## src/rtl/mul_div_if.sv

```systemverilog
// ---------------------------------------------------------------------------
// mul_div_if
//   Datapath <-> multiply/divide unit connection.
//   master : the datapath. It drives start/op/a/b and the MTHI/MTLO write port.
//   slave  : the mul/div unit. It drives busy/done and the HI/LO registers.
// Signals
//   start        request a MULT/MULTU/DIV/DIVU; accepted only while idle
//   op[1:0]      00 MULTU, 01 MULT, 10 DIVU, 11 DIV
//   a, b[31:0]   rs / rt operands, sampled together with start
//   hi_we, lo_we MTHI / MTLO write enables, using wdata
//   wdata[31:0]  data written by hi_we / lo_we
//   busy         operation in flight
//   done         one-cycle pulse after HI/LO receive a result
//   hi, lo[31:0] architectural HI / LO registers
// ---------------------------------------------------------------------------
interface mul_div_if;
  logic        start;
  logic [1:0]  op;
  logic [31:0] a;
  logic [31:0] b;
  logic        hi_we;
  logic        lo_we;
  logic [31:0] wdata;
  logic        busy;
  logic        done;
  logic [31:0] hi;
  logic [31:0] lo;

  modport master (
    output start, op, a, b, hi_we, lo_we, wdata,
    input  busy, done, hi, lo
  );

  modport slave (
    input  start, op, a, b, hi_we, lo_we, wdata,
    output busy, done, hi, lo
  );
endinterface

```

## src/rtl/mul_div_unit.sv

```systemverilog
// ---------------------------------------------------------------------------
// mul_div_unit
//   Iterative MULT/MULTU/DIV/DIVU engine for the MIPS150 datapath.
//   Handles one operand bit per cycle: 1 idle/start cycle, 32 CALC cycles and
//   1 FIX cycle. HI/LO are written at the end of FIX, and done pulses in the
//   cycle after that. MTHI/MTLO write HI/LO directly while the unit is idle.
// Ports
//   clk  : rising-edge clock
//   rst  : synchronous, active-high reset
//   bus  : mul_div_if.slave (start/op/a/b, hi_we/lo_we/wdata, busy/done/hi/lo)
// Parameters
//   DIV0_LO : value written to LO on divide-by-zero. HI receives the dividend.
// ---------------------------------------------------------------------------
module mul_div_unit #(
  parameter logic [31:0] DIV0_LO = 32'hFFFF_FFFF
) (
  input  logic     clk,
  input  logic     rst,
  mul_div_if.slave bus
);

  typedef enum logic [1:0] {S_IDLE, S_CALC, S_FIX} state_t;

  state_t      state, state_nxt;
  logic [4:0]  cnt;        // CALC step index, 0..31
  logic        is_div;
  logic        neg_res;    // negate the product or quotient in FIX
  logic        neg_rem;    // remainder takes the dividend's sign
  logic        div0;
  logic [31:0] a_orig;     // raw dividend, returned in HI on divide-by-zero
  logic [31:0] opnd;       // |multiplicand| or |divisor|
  logic [63:0] acc;        // mul: {partial product, multiplier}; div: {rem, quotient}
  logic [31:0] hi_q, lo_q;
  logic        done_q;

  logic [31:0] abs_a, abs_b;
  logic [32:0] mul_sum;
  logic [63:0] mul_step;
  logic [32:0] div_r;
  logic [33:0] div_diff;
  logic [63:0] div_step;
  logic [63:0] prod;
  logic [31:0] quo, rem;

  // Signed ops (op[0]=1) work on magnitudes. The signs are re-applied in FIX.
  assign abs_a = (bus.op[0] && bus.a[31]) ? -bus.a : bus.a;
  assign abs_b = (bus.op[0] && bus.b[31]) ? -bus.b : bus.b;

  // Shift-add: add the multiplicand into the upper half when the current
  // multiplier LSB is set, then shift the whole accumulator right by one.
  assign mul_sum  = {1'b0, acc[63:32]} + {1'b0, opnd};
  assign mul_step = acc[0] ? {mul_sum, acc[31:1]} : {1'b0, acc[63:1]};

  // Restoring division: shift the next dividend bit into the remainder, then
  // try to subtract. The remainder stays below the divisor, so 33 bits hold
  // the shifted value, and the extra bit of div_diff gives the borrow.
  assign div_r    = {acc[63:32], acc[31]};
  assign div_diff = {1'b0, div_r} - {2'b00, opnd};
  assign div_step = div_diff[33] ? {div_r[31:0], acc[30:0], 1'b0}
                                 : {div_diff[31:0], acc[30:0], 1'b1};

  // Sign fix-up. With the magnitude quotient, DIV 0x80000000 / -1 already
  // yields lo=0x80000000, hi=0.
  assign prod = neg_res ? -acc : acc;
  assign quo  = neg_res ? -acc[31:0]  : acc[31:0];
  assign rem  = neg_rem ? -acc[63:32] : acc[63:32];

  // State register
  // NOTE: sequential state uses non-blocking assignments, so every flop
  // samples the values from before the edge.
  always_ff @(posedge clk) begin
    if (rst) state <= S_IDLE;
    else     state <= state_nxt;
  end

  // Next-state logic
  // NOTE: the default assignment first means no path leaves state_nxt
  // unassigned, so no latch is inferred.
  always_comb begin
    state_nxt = state;
    case (state)
      S_IDLE:  if (bus.start) state_nxt = S_CALC;
      S_CALC:  if (cnt == 5'd31) state_nxt = S_FIX;
      S_FIX:   state_nxt = S_IDLE;
      default: state_nxt = S_IDLE;
    endcase
  end

  // FSM outputs
  always_comb begin
    bus.busy = (state != S_IDLE);
  end

  assign bus.done = done_q;
  assign bus.hi   = hi_q;
  assign bus.lo   = lo_q;

  // Operand capture and iteration datapath
  // NOTE: these registers have no reset. Each start loads them before they
  // are read, and a reset only needs to return the FSM to IDLE.
  always_ff @(posedge clk) begin
    if (state == S_IDLE && bus.start) begin
      is_div  <= bus.op[1];
      neg_res <= bus.op[0] & (bus.a[31] ^ bus.b[31]);
      neg_rem <= bus.op[0] & bus.a[31];
      div0    <= (bus.b == 32'd0);
      a_orig  <= bus.a;
      cnt     <= 5'd0;
      if (bus.op[1]) begin
        opnd <= abs_b;
        acc  <= {32'd0, abs_a};
      end else begin
        opnd <= abs_a;
        acc  <= {32'd0, abs_b};
      end
    end else if (state == S_CALC) begin
      acc <= is_div ? div_step : mul_step;
      cnt <= cnt + 5'd1;
    end
  end

  // Architectural HI/LO and the done pulse
  always_ff @(posedge clk) begin
    if (rst) begin
      hi_q   <= 32'd0;
      lo_q   <= 32'd0;
      done_q <= 1'b0;
    end else begin
      done_q <= (state == S_FIX);
      case (state)
        S_IDLE: begin
          // If start is also asserted in this cycle, the write is dropped.
          if (!bus.start) begin
            if (bus.hi_we) hi_q <= bus.wdata;
            if (bus.lo_we) lo_q <= bus.wdata;
          end
        end
        S_FIX: begin
          if (!is_div) begin
            {hi_q, lo_q} <= prod;
          end else if (div0) begin
            hi_q <= a_orig;
            lo_q <= DIV0_LO;
          end else begin
            hi_q <= rem;
            lo_q <= quo;
          end
        end
        default: ;
      endcase
    end
  end

endmodule
```

## src/flat_wrapper.sv

```systemverilog
// flat-port wrapper written by rule: the top's interface ports become plain ports
module mul_div_unit_flat 
#(
  parameter logic [31:0] DIV0_LO = 32'hFFFF_FFFF
)
  (clk, rst, bus_start, bus_op, bus_a, bus_b, bus_hi_we, bus_lo_we, bus_wdata, bus_busy, bus_done, bus_hi, bus_lo);
  mul_div_if bus_i ();
  input  logic clk;
  input  logic rst;
  input wire logic [$bits(bus_i.start)-1:0] bus_start;
  input wire logic [$bits(bus_i.op)-1:0] bus_op;
  input wire logic [$bits(bus_i.a)-1:0] bus_a;
  input wire logic [$bits(bus_i.b)-1:0] bus_b;
  input wire logic [$bits(bus_i.hi_we)-1:0] bus_hi_we;
  input wire logic [$bits(bus_i.lo_we)-1:0] bus_lo_we;
  input wire logic [$bits(bus_i.wdata)-1:0] bus_wdata;
  output wire logic [$bits(bus_i.busy)-1:0] bus_busy;
  output wire logic [$bits(bus_i.done)-1:0] bus_done;
  output wire logic [$bits(bus_i.hi)-1:0] bus_hi;
  output wire logic [$bits(bus_i.lo)-1:0] bus_lo;
  assign bus_i.start = bus_start;
  assign bus_i.op = bus_op;
  assign bus_i.a = bus_a;
  assign bus_i.b = bus_b;
  assign bus_i.hi_we = bus_hi_we;
  assign bus_i.lo_we = bus_lo_we;
  assign bus_i.wdata = bus_wdata;
  assign bus_busy = bus_i.busy;
  assign bus_done = bus_i.done;
  assign bus_hi = bus_i.hi;
  assign bus_lo = bus_i.lo;
  mul_div_unit #(.DIV0_LO(DIV0_LO)) u_core (.clk(clk), .rst(rst), .bus(bus_i));
endmodule
```

## config.mk

```make
export PLATFORM = sky130hd
export DESIGN_NAME = mul_div_unit_flat
export DESIGN_NICKNAME = d
export VERILOG_FILES = /design/src/rtl/mul_div_if.sv /design/src/rtl/mul_div_unit.sv /design/src/flat_wrapper.sv
export SDC_FILE = /design/constraint.sdc
export NUM_CORES = 1
export LEC_CHECK = 0
export CAP_MARGIN = 10
export CORE_ASPECT_RATIO = 1.2
export CORE_MARGIN = 3
export CORE_UTILIZATION = 30
export DETAILED_ROUTE_END_ITERATION = 16
export DONT_BUFFER_PORTS = 1
export GPL_ROUTABILITY_DRIVEN = 0
export PLACE_DENSITY = 0.42
export SLEW_MARGIN = 20
export SYNTH_ARGS = -nofsm -noshare
export SYNTH_HDL_FRONTEND = slang
export SYNTH_SLANG_ARGS = --single-unit
```

## constraint.sdc

```tcl
create_clock -name clk -period 10.7 [get_ports clk]
set_clock_uncertainty 0.05 [all_clocks]
set_input_delay 2.675 -clock clk [delete_from_list [all_inputs] [get_ports clk]]
set_output_delay 2.675 -clock clk [all_outputs]
set_load 0.05 [all_outputs]
```

; Word-level counts from Yosys, hierarchy flattened
; Cells that the tools add are included.
[word_totals]
regBits = 204
inputBits = 103
[op_classes]
eq_ne = 8
bitwise_logic = 3
muxes = 25
n_addsub = 8
reduce_logical = 11
[op_table]
columns = cell, count
row1 = 2-to-1 mux 32 bit, 14
row2 = 2-to-1 mux 64 bit, 6
row3 = negator 32 bit, 4
row4 = one-hot mux 32 bit (2 select lines), 2
row5 = negator 64 bit, 1
row6 = subtractor 33 x 32 -> 34 bit, 1
row7 = adder 32 x 32 -> 33 bit, 1
row8 = logical NOT 32 bit, 1
row9 = "!= test 2 bit, second input constant", 4
row10 = AND reduction 3 bit, 2
row11 = nonzero test 2 bit, 3
row12 = "adder 5 x 1 -> 5 bit, second input constant", 1
row13 = "== test 5 bit, second input constant", 1
row14 = 2-to-1 mux 2 bit, 2
row15 = one-hot mux 2 bit (2 select lines), 1
row16 = logical AND 1 bit, 3
row17 = bitwise AND 1 bit, 2
row18 = "== test 2 x 1 -> 1 bit, second input constant", 1
row19 = "== test 2 bit, second input constant", 1
row20 = logical NOT 2 bit, 1
row21 = "!= test 2 x 1 -> 1 bit, second input constant", 1
row22 = AND reduction 2 bit, 1
row23 = bitwise XOR 1 bit, 1

; Logic depth before layout (Yosys ltp)
; Gate-level depths: netlist (run 1).
[depth]
depth_word = 5
mapped_depth = 13
depth_no_buf = 11

; Worst setup path before layout (run 1)
; Ideal clock, no wire load.
[synth_timing]
path_type = input-to-reg
start = in bus_start
end = reg u_core.a_orig[0] (enable)
t_arrival_ns = 5.132
slack_ns = 5.060
stages = 4
n_path_buf = 2
setup_ns = 0.459
path_cell_list = nand2_1 > inv_1 > clkbuf_1 > buf_1
[synth_via]
elab_chain_cells = 1
[synth_rtl]
columns = element, line_no
row1 = start: declaration, flat_wrapper.sv:10  ; input wire logic [$bits(bus_i.start)-1:0] bus_start;
row2 = logical AND 1 bit, mul_div_unit.sv:102  ; if (state == S_IDLE && bus.start) begin
row3 = end signal: assignment, mul_div_unit.sv:107  ; a_orig <= bus.a;
row4 = end: declaration, mul_div_unit.sv:30  ; logic [31:0] a_orig;
; Every way passes these cells.
; A chain may end at the register's enable or synchronous reset.

; Worst setup path after layout (run 1)
[layout_timing]
start = in bus_b[5]
end = reg u_core.acc[25], data pin
[layout_via]
elab_chain_cells = 4
[layout_rtl]
columns = element, line_no
row1 = start: declaration, flat_wrapper.sv:13  ; input wire logic [$bits(bus_i.b)-1:0] bus_b;
row2 = negator 32 bit, mul_div_unit.sv:47  ; assign abs_b = (bus.op[0] && bus.b[31]) ? -bus.b : bus.b;
row3 = 2-to-1 mux 32 bit, mul_div_unit.sv:47
row4 = 2-to-1 mux 32 bit, mul_div_unit.sv:109  ; if (bus.op[1]) begin
row5 = 2-to-1 mux 64 bit, mul_div_unit.sv:102
row6 = end signal: assignment, mul_div_unit.sv:111  ; acc <= {32'd0, abs_a};
row7 = end signal: assignment, mul_div_unit.sv:114  ; acc <= {32'd0, abs_b};
row8 = end signal: assignment, mul_div_unit.sv:117  ; acc <= is_div ? div_step : mul_step;
row9 = end: declaration, mul_div_unit.sv:32  ; logic [63:0] acc;
; Every way passes these cells.

==> impl_results.md, run 1 <==
* Synth Area in Simple Gates at 0.164
* CTS Buf Count at 26
* Share of layout cells above drive strength 1 at 0.0607
* Number of synthesized register bits at 204
* Syn Inst Count at 1986
* R2R Path Start: u_core.acc[47]
* Max-cap violations at 0
* First DRT Iteration DRCs at 1348
* Cell Int Power at 0.00208 W
* Compound-Gate Fraction of Synth Area at 0.232
* Post-synthesis adder-cell area fraction at 0.0539
* Initial core utilization at 0.307
* RSZ-0062 raised after global routing: false
* CP Cell Sequence: nor4_1 -> nand4_1 -> nor3_1 -> a21oi_1 -> a21oi_1 -> xor2_1 -> a221oi_1
* Number of global-route vias before repair at 15.4k
* Die area at 59600 um^2
* Post-Syn Area at 17000 um^2
* Setup TNS at 0 ns
* H-tree lvl count at 1
* Initial antenna violation count at 2
* Multiplexer share of the synthesized area at 0.0883
* Setup violators final at 0
* Clock Sinks at 204
* Primary FF master, synth: edfxtp_1
* Cell mode on critical path: a21oi_1
* Worst EP arrival at 5.20 ns
* Fin area at 18500 um^2
* Sw frac at 0.416
* Nets at 2082
* Max Root-Sink Buffers at 3
* PD cells at 192 nW/um^2
* Clk_lat worst skew at 0.55 ns
* Combinational share of power at 0.396
* Antenna-violating nets left at 0
* Top post-synthesis cells by area: edfxtp_1 (23%), dfxtp_1 (8.5%), mux2i_1 (8.4%), xnor2_1 (5.3%), ha_1 (5.2%)
* Worst Tran Pin Value at 1.07 ns
* Chip width at 223 um
* Synth Warn # at 0
* Setup crit end kind: flip-flop
* Top cell type's share of synthesized area at 0.233
* Syn avg cell area at 8.56 um^2
* Die H at 267 um
* Top Layer Used: met4
* Netlist cell types at 85
* Via count at 15.7k
* Placed cell area at 17600 um^2
* CTS root buf: clkbuf_16
* Worst Setup EP: u_core.acc[25]
* Hold WS at 0.416 ns
* Routed wl met2 at 36700 um
* # rows at 94
* Via density at 5.92
* Crit. Startpoint: bus_b[5]
* EDFF count, synth at 132
* FMAX at 200 MHz
* Grt total ovfl at 0
* Switch Pwr at 0.00148 W
* HP Class: flip-flop to flip-flop
* Pin count of the biggest net entering global routing at 69
* Period utilization at 0.466
* Status: finished, final reports clean
* TritonCTS clock tree: built
* Setup Fix Bufs, Post-CTS at 0
* Cells on worst reg2reg path at 9
* Hold bufs inserted after CTS at 0
* WL met1 at 30100 um
* TritonRoute pass-1 iters at 5
* Layout filler cell count at 5788
* Main combinational cell family by area after synthesis: compound AO/OA/AOI/OAI gates
* CP top delay family: simple AND/OR/NAND/NOR gates
* Worst path depth at 7
* First-pass GRT wire length at 106000 um
* Wirelength per Cell at 27.7 um
* IO Count at 169
* Global Route Usage Sum at 0.237
* Clk pin slew, worst setup/hold paths at 0.06 ns
* Met3 WL at 4240 um
* Sequential share of power at 0.339
* VDD IR-drop max at 0.000105 V
* Placeable Area at 55400 um^2
* Port-buffer cells at 0
* Final hold violations at 0
* Data required, critical path at 10.91 ns
* Crit path time final at 4.99 ns
* Sequential fraction of the synthesis area at 0.318
* Final Non-Filler Cells at 2650
* DP Cell Count at 2599
* Max Transition Viols Final at 0
* Post-Synth XOR/XNOR Area at 0.0964
* Top cell type by total area after synthesis: edfxtp_1
* Finished Core Util at 0.334
* Crit Path Category: input port to flip-flop
* Async set or reset register ratio after synthesis at 0
* Largest stage delay on the critical path at 0.73 ns
* Buf/Inv on CP at 0
* CP startpoint kind: input port
* Rel. slew slack at 0.285
* Final wirelength at 73500 um
* P&R area growth vs syn at 9.02%
* Reg-to-reg setup timing slack at 6.05 ns
* Dpl hpwl at 57200 um
* Clock power frac at 0.266
* Mapped Nets at 2161
* P_leak at 6.89 nW
* Resize count post-CTS at 0
* Critical path's slowest cell: nor4_1
* Max FO, Critical Path at 6
* DRC at 0
* R2r endpoint: u_core.acc[62]
[power groups by stage]
stage	combinational [W]	clock, W	sequential (W)
2_1_floorplan	0.00108	0	0.00109
3_3_place_gp	0.00139	0	0.00122
3_5_place_dp	0.00139	0	0.00122
4_1_cts	0.00140	0.000965	0.00120
5_1_grt	0.00155	0.000997	0.00121
6_report	0.00141	0.000946	0.00120
[cells in the final DEF (no fill, tap or decap), types with 38 or more instances in the layout]
cell        n
mux2i_1   142
xor2_1     85
dfxtp_1    72
nand2_1   174
edfxtp_1  132
nor2_1    143
a21oi_1   150
a221oi_1   44
inv_1      75
xnor2_1   102
o21ai_0   127
ha_1       70
nand3_1    38
[tightest hold or removal path: stages, from the launching register on]
cell and delay (ns):
dfxtp_1 0.31, nand2_1 0.05, a21oi_1 0.06
[metrics by stage]
step,setup WS (ns),power (W)
after floorplan,5.06,0.00216
final,5.71,0.00356
after global placement,5.35,0.00260
after detailed placement,5.25,0.00261
after CTS,5.84,0.00357
after global routing,5.44,0.00375
[Yosys cell counts (all sizes together) (24+ instances only)]
master and n:
nand4 24, xnor2 102, o21ai 129, a211oi 37, nor3 37, mux2i 142, xor2 85, a31oi 29
nand2 176, ha 70, or3 28, edfxtp 132, inv 77, dfxtp 72, clkbuf 111, o31ai 36
a21oi 150, nor2 144, a221oi 44, nand3 38
[final cells by class]
class                      instances  area (um^2)  share of cell area
tap                              720          901              0.0486
timing repair buffer              27          203              0.0109
sequential                       204         5410               0.292
clock inverter                    12          126             0.00682
clock buffer                      36          793              0.0428
antenna                            3         7.51            0.000405
inverter                          78          295              0.0159
multi-input combinational       1570        10800               0.583
[layer usage]
metal	global-route usage	vias to the layer above
met5	0	-
met4	0.0700	0
met3	0.0401	117
met2	0.420	513
met1	0.295	7783
li1	-	7279
[kinds of logic (layout without fill, tap and decap cells)]
group,after synthesis,count (layout)
other,0,3
multiplexers,149,149
adder cells (fa/ha/maj),72,72
AND/OR/NAND/NOR,569,569
AO/OA/AOI/OAI,593,593
buffers and inverters,212,153
XOR/XNOR,187,187
flip-flops,204,204
[state kept, by name (all words and copies together) (netlist names)]
register         cells
u_core.acc          64
u_core.a_orig       32
u_core.bus.hi       32
u_core.bus.lo       32
u_core.opnd         32
u_core.cnt           5
u_core.state         2
u_core.bus.done      1
u_core.div0          1
u_core.is_div        1
u_core.neg_rem       1
u_core.neg_res       1
[worst min path at each step]
stage | endpoint | slack, ns | startpoint | cells after the start
after detailed placement | u_core.cnt[4] | 0.41 | u_core.cnt[4] | 2
after floorplan | u_core.cnt[4] | 0.39 | u_core.cnt[4] | 2
after global routing | u_core.cnt[1] | 0.46 | u_core.cnt[1] | 2
after global placement | u_core.cnt[4] | 0.40 | u_core.cnt[4] | 2
final | u_core.cnt[4] | 0.42 | u_core.cnt[4] | 2
after CTS | u_core.cnt[4] | 0.42 | u_core.cnt[4] | 2
No activity file was read; power rests on OpenSTA's default activity.
==> inputs of run 2 (changes only) <==
==> constraint.sdc (replaced) <==
create_clock -name clk -period 5.1 [get_ports clk]
set_clock_uncertainty 0.05 [all_clocks]
set_input_delay 1.275 -clock clk [delete_from_list [all_inputs] [get_ports clk]]
set_output_delay 1.275 -clock clk [all_outputs]
set_load 0.05 [all_outputs]
==> run 2 against run 1 <==
  * Utilization grew 0.13 points
  * Critical path depth is 4 higher
  * Combinational power up 120%
  * Largest cell class unchanged
==> impl_results.md, run 2 (same netlist as run 1, synthesis figures left out) <==
* Largest stage delay on the critical path at 0.58 ns (was 0.73 ns)
* Area of the multi-input gates at 10800 um^2 (about the same)
* Cell Int Power at 0.00439 W (was 0.00208 W)
* Max FO, Critical Path at 10 (was 6)
* Global Route Usage Sum at 0.240 (was 0.237)
* H-tree lvl count at 1 (unchanged)
* Port-buffer cells at 0 (unchanged)
* Number of global-route vias before repair at 15.4k (about the same)
* Max-cap violations at 0 (unchanged)
* CP startpoint kind: flip-flop (was input port)
* Crit. Startpoint: u_core.acc[32] (was bus_b[5])
* Clock power frac at 0.268 (was 0.266)
* Critical hold path startpoint: u_core.cnt[4] (unchanged)
* Switch Pwr at 0.00316 W (was 0.00148 W)
* Die area at 59600 um^2 (unchanged)
* Pin count of the biggest net entering global routing at 123 (was 69)
* Largest Register: u_core.acc (unchanged)
* Worst EP arrival at 4.29 ns (was 5.20 ns)
* CTS Buf Count at 25 (was 26)
* Worst Tran Pin Value at 1.11 ns (was 1.07 ns)
* Register Area at 5410 um^2 (unchanged)
* Grt total ovfl at 0 (unchanged)
* DP Cell Count at 2610 (was 2599)
* R2R Path Start: u_core.acc[32] (was u_core.acc[47])
* Placeable Area at 55400 um^2 (unchanged)
* Crit Path Category: flip-flop to flip-flop (was input port to flip-flop)
* First-pass GRT wire length at 106000 um (about the same)
* Data required, critical path at 5.36 ns (was 10.91 ns)
* Die H at 267 um (unchanged)
* # rows at 94 (unchanged)
* Antenna-violating nets left at 0 (unchanged)
* VDD IR-drop max at 0.000243 V (was 0.000105 V)
* Most frequent cells in the layout: nand2_1 (174), a21oi_1 (150), nor2_1 (144) (was nand2_1 (174), a21oi_1 (150), nor2_1 (143))
* DRC at 0 (unchanged)
* Status: finished, final reports clean (unchanged)
* Setup TNS at 0 ns (unchanged)
* TritonCTS clock tree: built (unchanged)
* P&R area growth vs syn at 9.43% (was 9.02%)
* Initial core utilization at 0.307 (unchanged)
* CTS root buf: clkbuf_16 (unchanged)
* Clk_lat worst skew at 0.58 ns (was 0.55 ns)
* Most common cell after layout, fill and taps aside: nand2_1 (unchanged)
* Hold path cells at 2 (unchanged)
* RSZ-0062 raised after global routing: false (unchanged)
* Via count at 15.8k (was 15.7k)
* Layout filler cell count at 5842 (was 5788)
* Share of layout cells above drive strength 1 at 0.0651 (was 0.0607)
* PD cells at 406 nW/um^2 (was 192 nW/um^2)
* Dpl hpwl at 57400 um (was 57200 um)
* IO Count at 169 (unchanged)
* Via density at 5.95 (was 5.92)
* Setup crit end kind: flip-flop (unchanged)
* Max FFs per register at 64 (unchanged)
* Nets at 2092 (was 2082)
* Wirelength per Cell at 28.0 um (was 27.7 um)
* Sw frac at 0.419 (was 0.416)
* P_leak at 6.94 nW (was 6.89 nW)
* Sequential share of power at 0.325 (was 0.339)
* Setup Fix Bufs, Post-CTS at 0 (unchanged)
* Initial antenna violation count at 3 (was 2)
* Rel. slew slack at 0.258 (was 0.285)
* Max Transition Viols Final at 0 (unchanged)
* Period utilization at 0.789
* Clk pin slew, worst setup/hold paths at 0.07 ns (was 0.06 ns)
* Resize count post-CTS at 0 (unchanged)
* CP Cell Sequence: ha_1 -> fa_1 -> a21o_1 -> a221oi_1 -> buf_4 -> o21ai_0 -> a31oi_1 -> o31ai_1 -> mux2i_1 -> a311oi_1 -> o211ai_1 (was nor4_1 -> nand4_1 -> nor3_1 -> a21oi_1 -> a21oi_1 -> xor2_1 -> a221oi_1)
* FMAX at 248 MHz
* Combinational share of power at 0.407 (was 0.396)
* Final Non-Filler Cells at 2657 (was 2650)
* HP Class: flip-flop to flip-flop (unchanged)
* Final wirelength at 74500 um (was 73500 um)
* Cells on worst reg2reg path at 11 (was 9)
* Critical path's slowest cell: edfxtp_1 (was nor4_1)
* Clock Sinks at 204 (unchanged)
* Setup slack at placement at 0.980 ns (was 5.25 ns)
* Chip width at 223 um (unchanged)
* Setup violators final at 0 (unchanged)
* Hold bufs inserted after CTS at 0 (unchanged)
* Final worst slack at 1.07 ns (was 5.71 ns)
* First DRT Iteration DRCs at 1483 (was 1348)
* Final hold violations at 0 (unchanged)
* TritonRoute pass-1 iters at 5 (unchanged)
* Max Root-Sink Buffers at 3 (unchanged)
* Crit path time final at 4.03 ns
run 2: metrics by stage:
| step | util | total power, W | instance area, um^2 | hold WS (ns) |
|---|---|---|---|---|
| after global placement | 0.319 | 0.00551 | 17700 | 0.401 |
| final | 0.336 | 0.00755 | 18600 | 0.421 |
| after global routing | 0.336 | 0.00796 | 18600 | 0.447 |
| after floorplan | - | 0.00454 | 17000 | 0.391 |
| after detailed placement | 0.319 | 0.00552 | 17700 | 0.407 |
| after CTS | 0.336 | 0.00758 | 18600 | 0.418 |
run 2: cell type report:
type | instances | area share
Antenna cell | 1 | 0.000135
Inverter | 78 | 0.0159
Sequential cell | 204 | 0.291
Multi-Input combinational cell | 1570 | 0.580
Clock buffer | 33 | 0.0383
Timing Repair Buffer | 38 | 0.0160
Tap cell | 720 | 0.0484
Clock inverter | 13 | 0.0102
run 2: worst max-delay path: cells and delay by family, from the launching register on:
kind	cells	cell delay [ns]
muxes	1	0.17
adders and majority gates	2	0.73
AOI/OAI and AO/OA	7	2.00
DFF	1	0.58
buffers and inverters	1	0.21
run 2: power by group through the flow:
stage | clock [W] | combinational [W] | sequential (W)
after global routing | 0.00213 | 0.00336 | 0.00247
after CTS | 0.00207 | 0.00305 | 0.00245
final | 0.00202 | 0.00307 | 0.00245
after floorplan | 0 | 0.00226 | 0.00228
after detailed placement | 0 | 0.00304 | 0.00249
after global placement | 0 | 0.00303 | 0.00249
run 2: layer usage:
metal | vias up | GRT usage | wire [um]
li1 | 7297 | - | -
met1 | 7804 | 0.297 | 29600
met2 | 587 | 0.412 | 36300
met3 | 133 | 0.0412 | 5110
met4 | 0 | 0.0990 | 3460
met5 | - | 0 | 0
run 2: path summary, 6_finish.rpt:
kind | endpoint | slack, ns
max | u_core.acc[59] | 1.07
min | u_core.cnt[4] | 0.42
max reg2reg | u_core.acc[59] | 1.07
min reg2reg | u_core.cnt[4] | 0.42
